===== src/rtl/prco_fetch.sv =====
// ============================================================================
// prco_fetch : instruction fetch unit. It issues one instruction per decoder request.
// Revision   : 1.0 - initial release
// ============================================================================
`default_nettype none

module prco_fetch #(
  parameter logic [15:0] RESET_PC = 16'h0000
) (
  input  logic        i_clk,
  input  logic        i_rst_n,
  input  logic        i_en,
  output logic        q_imem_re,
  output logic [15:0] q_imem_addr,
  input  logic [15:0] i_imem_data,
  output logic [15:0] q_instr,
  output logic        q_ce,
  output logic [15:0] q_pc,
  input  logic        i_fetch,
  input  logic        i_jmp,
  input  logic [15:0] i_jmp_addr,
  output logic [15:0] q_icount
);

  localparam logic [2:0] S_IDLE  = 3'd0;
  localparam logic [2:0] S_FETCH = 3'd1;
  localparam logic [2:0] S_MEM   = 3'd2;
  localparam logic [2:0] S_ISSUE = 3'd3;
  localparam logic [2:0] S_WAIT  = 3'd4;

  logic [2:0]  r_state;
  logic [15:0] r_pc;
  logic [15:0] r_instr;
  logic [15:0] r_ipc;
  logic [15:0] r_icount;

  always_ff @(posedge i_clk) begin
    if (!i_rst_n) begin
      r_state  <= S_IDLE;
      r_pc     <= RESET_PC;
      r_instr  <= 16'h0000;
      r_ipc    <= RESET_PC;
      r_icount <= 16'h0000;
    end else begin
      case (r_state)
        S_IDLE: begin
          if (i_jmp)     r_pc    <= i_jmp_addr;
          else if (i_en) r_state <= S_FETCH;
        end
        S_FETCH: begin
          if (i_jmp) r_pc <= i_jmp_addr;
          r_state <= i_jmp ? S_FETCH : S_MEM;
        end
        S_MEM: begin
          if (i_jmp) begin
            r_pc    <= i_jmp_addr;
            r_state <= S_FETCH;
          end else begin
            // The count is bumped here so it already shows the new total while q_ce is high.
            r_instr  <= i_imem_data;
            r_ipc    <= r_pc;
            r_pc     <= r_pc + 16'd1;
            r_icount <= r_icount + 16'd1;
            r_state  <= S_ISSUE;
          end
        end
        S_ISSUE: begin
          if (i_jmp) r_pc <= i_jmp_addr;
          r_state <= i_jmp ? S_FETCH : S_WAIT;
        end
        S_WAIT: begin
          if (i_jmp) begin
            r_pc    <= i_jmp_addr;
            r_state <= S_FETCH;
          end else if (i_fetch) begin
            r_state <= i_en ? S_FETCH : S_IDLE;
          end
        end
        default: r_state <= S_IDLE;
      endcase
    end
  end

  assign q_imem_re   = (r_state == S_FETCH);
  assign q_ce        = (r_state == S_ISSUE);
  assign q_imem_addr = r_pc;
  assign q_instr     = r_instr;
  assign q_pc        = r_ipc;
  assign q_icount    = r_icount;

endmodule

`default_nettype wire


===== config.mk =====
export PLATFORM = sky130hd
export DESIGN_NAME = prco_fetch
export DESIGN_NICKNAME = d
export VERILOG_FILES = /design/src/rtl/prco_fetch.sv
export SDC_FILE = /design/constraint.sdc
export NUM_CORES = 1
export LEC_CHECK = 0
export ABC_AREA = 1
export BUFFER_PORTS_ARGS = -buffer_cell sky130_fd_sc_hd__buf_4
export CORE_MARGIN = 2
export CORE_UTILIZATION = 45
export DETAILED_ROUTE_END_ITERATION = 10
export PLACE_DENSITY_LB_ADDON = 0.3
export SYNTH_ARGS = -nofsm -noshare
export SYNTH_HDL_FRONTEND = slang
export SYNTH_SLANG_ARGS = --single-unit

===== constraint.sdc =====
create_clock -name i_clk -period 2.88 [get_ports i_clk]
set_clock_uncertainty 0.15 [all_clocks]
set_input_delay 0 -clock i_clk [delete_from_list [all_inputs] [get_ports i_clk]]
set_output_delay 0 -clock i_clk [all_outputs]
set_load 0.1 [all_outputs]

==> flow_metrics.py, run 1 <==
metrics = {
    "global_routing": {
        "grt-ovfl-total": 0,
        "grt_pass1_wl_um": 15430,
        "grt_pass1_vias": 3325,
        "antenna_found_initial": 0,
        "grt_usage_pct": 25.58,
        "grt_max_degree": 57,
    },
    "critical_path": {
        "critPathKind": "register to register",
        "end_kind": "register",
        "cp.arrival_ns": 2.64,
        "crit_path_start_kind": "register",
        "worst_ep_required_time_ns": 2.97,
        "crit_fanout": 29,
    },
    "sta": {
        "setup_viol": 0,
        "layout_min_cycle_time_ns": 2.553,
        "hold_violations": 0,
        "fmax_mhz": 391.7,
        "slew_violations": 0,
        "totalNegativeSetupSlack_ns": 0,
        "rsz0062_at_grt": "no",
        "slew_headroom_pct": 42.30,
        "fin_crit_sh_pct": 88.64,
        "worst_slew_pin_slew_ns": 0.8634,
    },
    "route": {
        "antenna_left": 0,
        "first_pass_iters": 4,
        "vias": 3598,
        "routedWlPerCell_um": 13.44,
        "drtIter0Drc": 154,
        "vias_per_cell": 4.990,
        "drc": 0,
        "wirelength_um": 9690,
    },
    "power_and_ir_drop": {
        "p_leak_nw": 2.285,
        "peakVddDrop_uv": 351.8,
        "cellPowerDensity_mw_per_mm2": 499.6,
        "power_mw": 2.372,
    },
    "clock_network": {
        "clkLatencyLatePin_ns": 0.35,
        "htreeDepth": 3,
        "cts_max_path_buffers": 2,
        "cts_tree": "yes",
        "cts.sinks": 67,
        "clk_pin_slew_ns": 0.08,
        "clockRootBuffer": "clkbuf_8",
        "cts_made_buffers": 9,
        "cts.repair.resized": 0,
    },
    "final_layout": {
        "antenna_cells": 0,
        "drive_gt1_share_pct": 21.60,
        "multi_input_area_sq_mm": 0.001546,
        "finish.utilization_pct": 69.49,
        "n_fill_cell": 589,
        "layout.cells.non_filler": 721,
        "seq_area_sq_mm": 0.001341,
        "nets": 659,
        "area_growth_pct": 49.31,
    },
    "die": {
        "ios": 103,
        "die_w_um": 88.06,
        "start_util_pct": 46.54,
        "die_area_sq_mm": 0.007754,
        "die_y_um": 88.06,
        "row_count": 30,
        "core_sq_mm": 0.006832,
    },
    "placement": {
        "gp_congestion": 0.8745,
        "post-dp-hpwl_um": 5845,
        "io_buffer_count": 102,
        "placedCellCount": 643,
    },
    "logic_synthesis": {
        "synth_top_area_cell": "dfxtp_1",
        "synth.avg_cell_area_sq_um": 6.852,
        "yosys-top-cells-count": "nor2_1 (93), nand2_1 (81), dfxtp_1 (67), o21ai_0 (63), inv_1 (40)",
        "synth.most_common_cell": "nor2_1",
        "synth_ff_type": "dfxtp_1",
        "ys_seq_elements": 67,
        "async_flop_share_pct": 0,
        "synth_nets": 503,
        "synthCells": 464,
        "ys_warn_count": 0,
        "synth-edff-count": 0,
        "synth_cell_type_count": 32,
        "synth_area_leaders": "dfxtp_1 (42%), nor2_1 (11%), o21ai_0 (9.9%)",
        "seq_area_frac_synth_pct": 42.19,
        "netlist_area_sq_mm": 0.003179,
        "synth_top_area_share_pct": 42.19,
    },
    "hold_path": {
        "min_path_type": "input port to register",
    },
    "outcome": {
        "status": "complete, no violations",
    },
    "job": {
        "cap_violations": 0,
    },
}
-- layout by cell type, fill, tap and decap left out, types with 2 or more instances in the layout --
cell / netlist / routed
inv_6: 0 / 2
nor2_1: 93 / 93
o21ai_1: 4 / 4
clkbuf_8: 0 / 9
nand4_1: 8 / 8
inv_2: 5 / 5
nand2_1: 81 / 81
clkinv_4: 0 / 2
inv_1: 40 / 40
nor3_1: 4 / 4
dlygate4sd3_1: 0 / 62
dfxtp_1: 67 / 67
buf_4: 7 / 103
a21oi_1: 30 / 30
a31oi_1: 5 / 5
clkinv_2: 0 / 2
nor2_2: 2 / 2
nand2_2: 4 / 4
nand3_1: 19 / 19
nor2_4: 2 / 2
ha_1: 2 / 2
o21ai_0: 63 / 63
a211oi_1: 4 / 4
a21o_1: 2 / 2
-- per-layer routing --
layer / vias up / global-route usage (%) / part of all wire, %
met5: - / 0 / 0
met4: 0 / 13.09 / 2.6
met1: 1657 / 30.87 / 43
met3: 21 / 4.901 / 4.6
li1: 1815 / - / -
met2: 105 / 43.39 / 50
-- registers in the layout, indices dropped and copies added, names as in the netlist --
name	flops
q_instr	16
q_icount	16
r_state	3
q_pc	16
q_imem_addr	16
-- metrics by stage --
step	worst slack, ns	area (sq um)	hold WS (ns)
final	0.3273	4747	0.3440
after global routing	0.1492	4747	0.3788
after CTS	0.3560	4747	0.3306
after detailed placement	0.9101	3950	0.08242
after global placement	0.9833	3950	0.07159
after floorplan	0.5183	3179	-0.07153
-- power breakdown --
group          leakage [nW]  internal (mW)  switching [mW]  total (mW)
combinational          1.65          0.187           0.440       0.627
sequential            0.545          0.967          0.0549        1.02
clock                0.0900          0.318           0.405       0.723
total                  2.29           1.47           0.900        2.37
-- cell type report --
type | count | share of cell area, %
multi-input combinational | 332 | 32.58
timing repair buffer | 165 | 29.36
sequential | 67 | 28.26
inverter | 45 | 3.558
clock buffer | 9 | 2.609
tap | 96 | 2.530
clock inverter | 7 | 1.107
-- logic make-up (layout without fill, tap and decap cells) --
logic type	Yosys count	in the layout	synth area share, %
AOI/OAI and AO/OA	110	110	18.14
xor gates and xnor gates	1	1	0.2755
adders and majority gates	2	2	0.7870
buffers and inverters	65	226	9.169
DFF	67	67	42.19
muxes	1	1	0.3148
and+or+nand+nor	218	218	29.12
-- critical path, cell delays in order, from the launching register on --
cell,delay [ns]
dfxtp_1,0.30
inv_1,0.14
nand2_2,0.12
nand2_1,0.08
nand2_1,0.04
nand2_1,0.63
inv_2,0.14
a211oi_1,0.21
nor2_1,0.07
dlygate4sd3_1,0.56
-- timing repair --
action | 4_1_cts | 5_1_grt
setup buffers | 0 | 0
hold endpoints to repair | 60 | 0
hold buffers | 62 | 0
-- worst paths after layout --
| check | from | endpoint | slack, ns | depth (start not counted) |
|---|---|---|---|---|
| setup / recovery | r_state[2]$_SDFFE_PN0P_ | q_imem_addr[4]$_SDFFE_PN0P_ | 0.33 | 9 |
| hold / removal | i_fetch | r_state[2]$_SDFFE_PN0P_ | 0.34 | 5 |
| setup reg to reg | r_state[2]$_SDFFE_PN0P_ | q_imem_addr[4]$_SDFFE_PN0P_ | 0.33 | 9 |
| hold reg to reg | q_icount[5]$_SDFFE_PN0P_ | q_icount[5]$_SDFFE_PN0P_ | 0.36 | 1 |
No activity file was read; power rests on OpenSTA's default activity.
==> run 2, diff against run 1 <==
--- a/config.mk
+++ b/config.mk
@@ -6,10 +6,10 @@
 export NUM_CORES = 1
 export LEC_CHECK = 0
 export ABC_AREA = 1
-export BUFFER_PORTS_ARGS = -buffer_cell sky130_fd_sc_hd__buf_4
 export CORE_MARGIN = 2
 export CORE_UTILIZATION = 45
 export DETAILED_ROUTE_END_ITERATION = 10
+export DONT_BUFFER_PORTS = 1
 export PLACE_DENSITY_LB_ADDON = 0.3
 export SYNTH_ARGS = -nofsm -noshare
 export SYNTH_HDL_FRONTEND = slang
==> flow_metrics.py, run 2 (synthesis gave the netlist of run 1 again) <==
metrics = {
    "die": {
        "row_count": 30,
        "die_y_um": 88.06,
        "core_sq_mm": 0.006832,
        "ios": 103,
        "die_area_sq_mm": 0.007754,
        "die_w_um": 88.06,
        "start_util_pct": 46.54,
    },
    "power_and_ir_drop": {
        "comb_power_share_pct": 23.2,
        "seqPwrFrac_pct": 39.4,
        "cellPowerDensity_mw_per_mm2": 583.3,
        "p_leak_nw": 1.996,
        "share_clk_of_total_power_pct": 37.3,
        "swShare_pct": 33.61,
        "intPower_mw": 1.679,
        "switching_power_mw": 0.8500,
        "peakVddDrop_uv": 399.9,
        "power_mw": 2.529,
    },
    "critical_path": {
        "crit_fanout": 34,
        "cp.arrival_ns": 2.53,
        "slowest_stage": "dlygate4sd3_1",
        "path_cells": "inv_1 -> nand3_2 -> inv_2 -> nand2_2 -> nor3_1 -> nand2_1 -> nand2_1 -> dlygate4sd3_1 -> nor2_1",
        "end_kind": "register",
        "crit_top_cell": "nand2_1",
        "slowest_delay_ns": 0.55,
        "worst_ep_required_time_ns": 2.97,
        "crit_path_start_kind": "register",
        "critPathKind": "register to register",
    },
    "route": {
        "met1_length_um": 3708,
        "antenna_left": 0,
        "wirelength_um": 8803,
        "dr.max_layer_used": "met4",
        "wl_met3_um": 609,
        "wl_met2_um": 4370,
        "drc": 0,
        "vias": 3346,
        "routedWlPerCell_um": 13.28,
        "drtIter0Drc": 195,
        "vias_per_cell": 5.047,
        "first_pass_iters": 5,
    },
    "sta": {
        "totalNegativeSetupSlack_ns": 0,
        "fmax_mhz": 409.6,
        "slew_violations": 0,
        "hold_violations": 0,
        "layout_min_cycle_time_ns": 2.442,
        "setup_viol": 0,
        "fin_crit_sh_pct": 84.78,
        "slew_headroom_pct": 32.61,
        "rsz0062_at_grt": "no",
        "worst_slew_pin_slew_ns": 1.010,
    },
    "final_layout": {
        "antenna_cells": 0,
        "final_cell_mix": "nor2_1 (91), nand2_1 (81), buf_4 (67), dfxtp_1 (67), o21ai_0 (63)",
        "layout.cells.non_filler": 663,
        "drive_gt1_share_pct": 17.99,
        "nets": 601,
        "area_growth_pct": 36.36,
        "n_fill_cell": 609,
        "layout_commonest_cell": "nor2_1",
    },
    "clock_network": {
        "cts.repair.resized": 0,
        "cts_made_buffers": 9,
        "clockRootBuffer": "clkbuf_8",
        "cts_max_path_buffers": 2,
        "cts_tree": "yes",
        "htreeDepth": 3,
        "clk_pin_slew_ns": 0.08,
        "post_cts_buffers": 0,
        "cts.sinks": 67,
        "clkLatencyLatePin_ns": 0.34,
        "cts_hold_buffers": 40,
    },
    "outcome": {
        "status": "complete, no violations",
    },
    "global_routing": {
        "grt_pass1_wl_um": 14430,
        "grt_usage_pct": 23.36,
        "grt_max_degree": 57,
        "grt_pass1_vias": 3178,
        "antenna_found_initial": 0,
        "grt-ovfl-total": 0,
    },
    "placement": {
        "gp_congestion": 0.8798,
        "post-dp-hpwl_um": 5745,
        "placedCellCount": 607,
        "io_buffer_count": 0,
    },
    "job": {
        "cap_violations": 0,
    },
    "hold_path": {
        "min_path_type": "input port to register",
    },
}
-- run 2: critical path: cells and delay by family (launching register included) --
family,cells,cell delay [ns]
buffers and inverters,3,0.76
AND/OR/NAND/NOR,6,1.13
flip-flops,1,0.30
-- run 2: path summary, 6_finish.rpt --
path	depth (start not counted)	start	slack [ns]	to
max	9	r_state[2]$_SDFFE_PN0P_	0.44	q_icount[8]$_SDFFE_PN0P_
min	3	i_imem_data[14]	0.20	q_instr[14]$_SDFFE_PN0P_
max reg2reg	9	r_state[2]$_SDFFE_PN0P_	0.44	q_icount[8]$_SDFFE_PN0P_
min reg2reg	2	q_icount[15]$_SDFFE_PN0P_	0.36	q_icount[15]$_SDFFE_PN0P_
-- run 2: power by group through the flow --
stage                     logic (mW)  registers [mW]  clock network (mW)
after floorplan                0.157            1.30                   0
after global placement         0.521            1.02                   0
after detailed placement       0.528            1.02                   0
after CTS                      0.587           0.997               0.965
after global routing           0.621            1.00                1.00
final                          0.588           0.997               0.944
-- run 2: metal layers --
layer / vias to the layer above / track usage, %
met4: 0 / 10.06
met2: 114 / 38.98
met5: - / 0
li1: 1705 / -
met1: 1516 / 29.27
met3: 11 / 4.901
-- run 2: cell type report --
type | instances | area, sq um | share of cell area (%)
inverters | 45 | 168.9 | 3.896
flip-flops and latches | 67 | 1341 | 30.94
repair buffers | 107 | 913.4 | 21.07
well taps | 96 | 120.1 | 2.771
clock buffers | 9 | 123.9 | 2.857
multi-input cells | 332 | 1551 | 35.79
clock inverters | 7 | 116.4 | 2.684
-- run 2: per-stage QoR --
| step | worst slack (ns) | util, % | hold WS (ns) | instance area, sq um |
|---|---|---|---|---|
| floorplan | 0.5183 | - | -0.07153 | 3179 |
| global placement | 0.9767 | 53.94 | -0.05574 | 3685 |
| detailed placement | 0.8498 | 53.94 | -0.05865 | 3685 |
| CTS | 0.4406 | 63.46 | 0.1712 | 4335 |
| global route | 0.1961 | 63.46 | 0.2054 | 4335 |
| finish | 0.4384 | 63.46 | 0.1968 | 4335 |
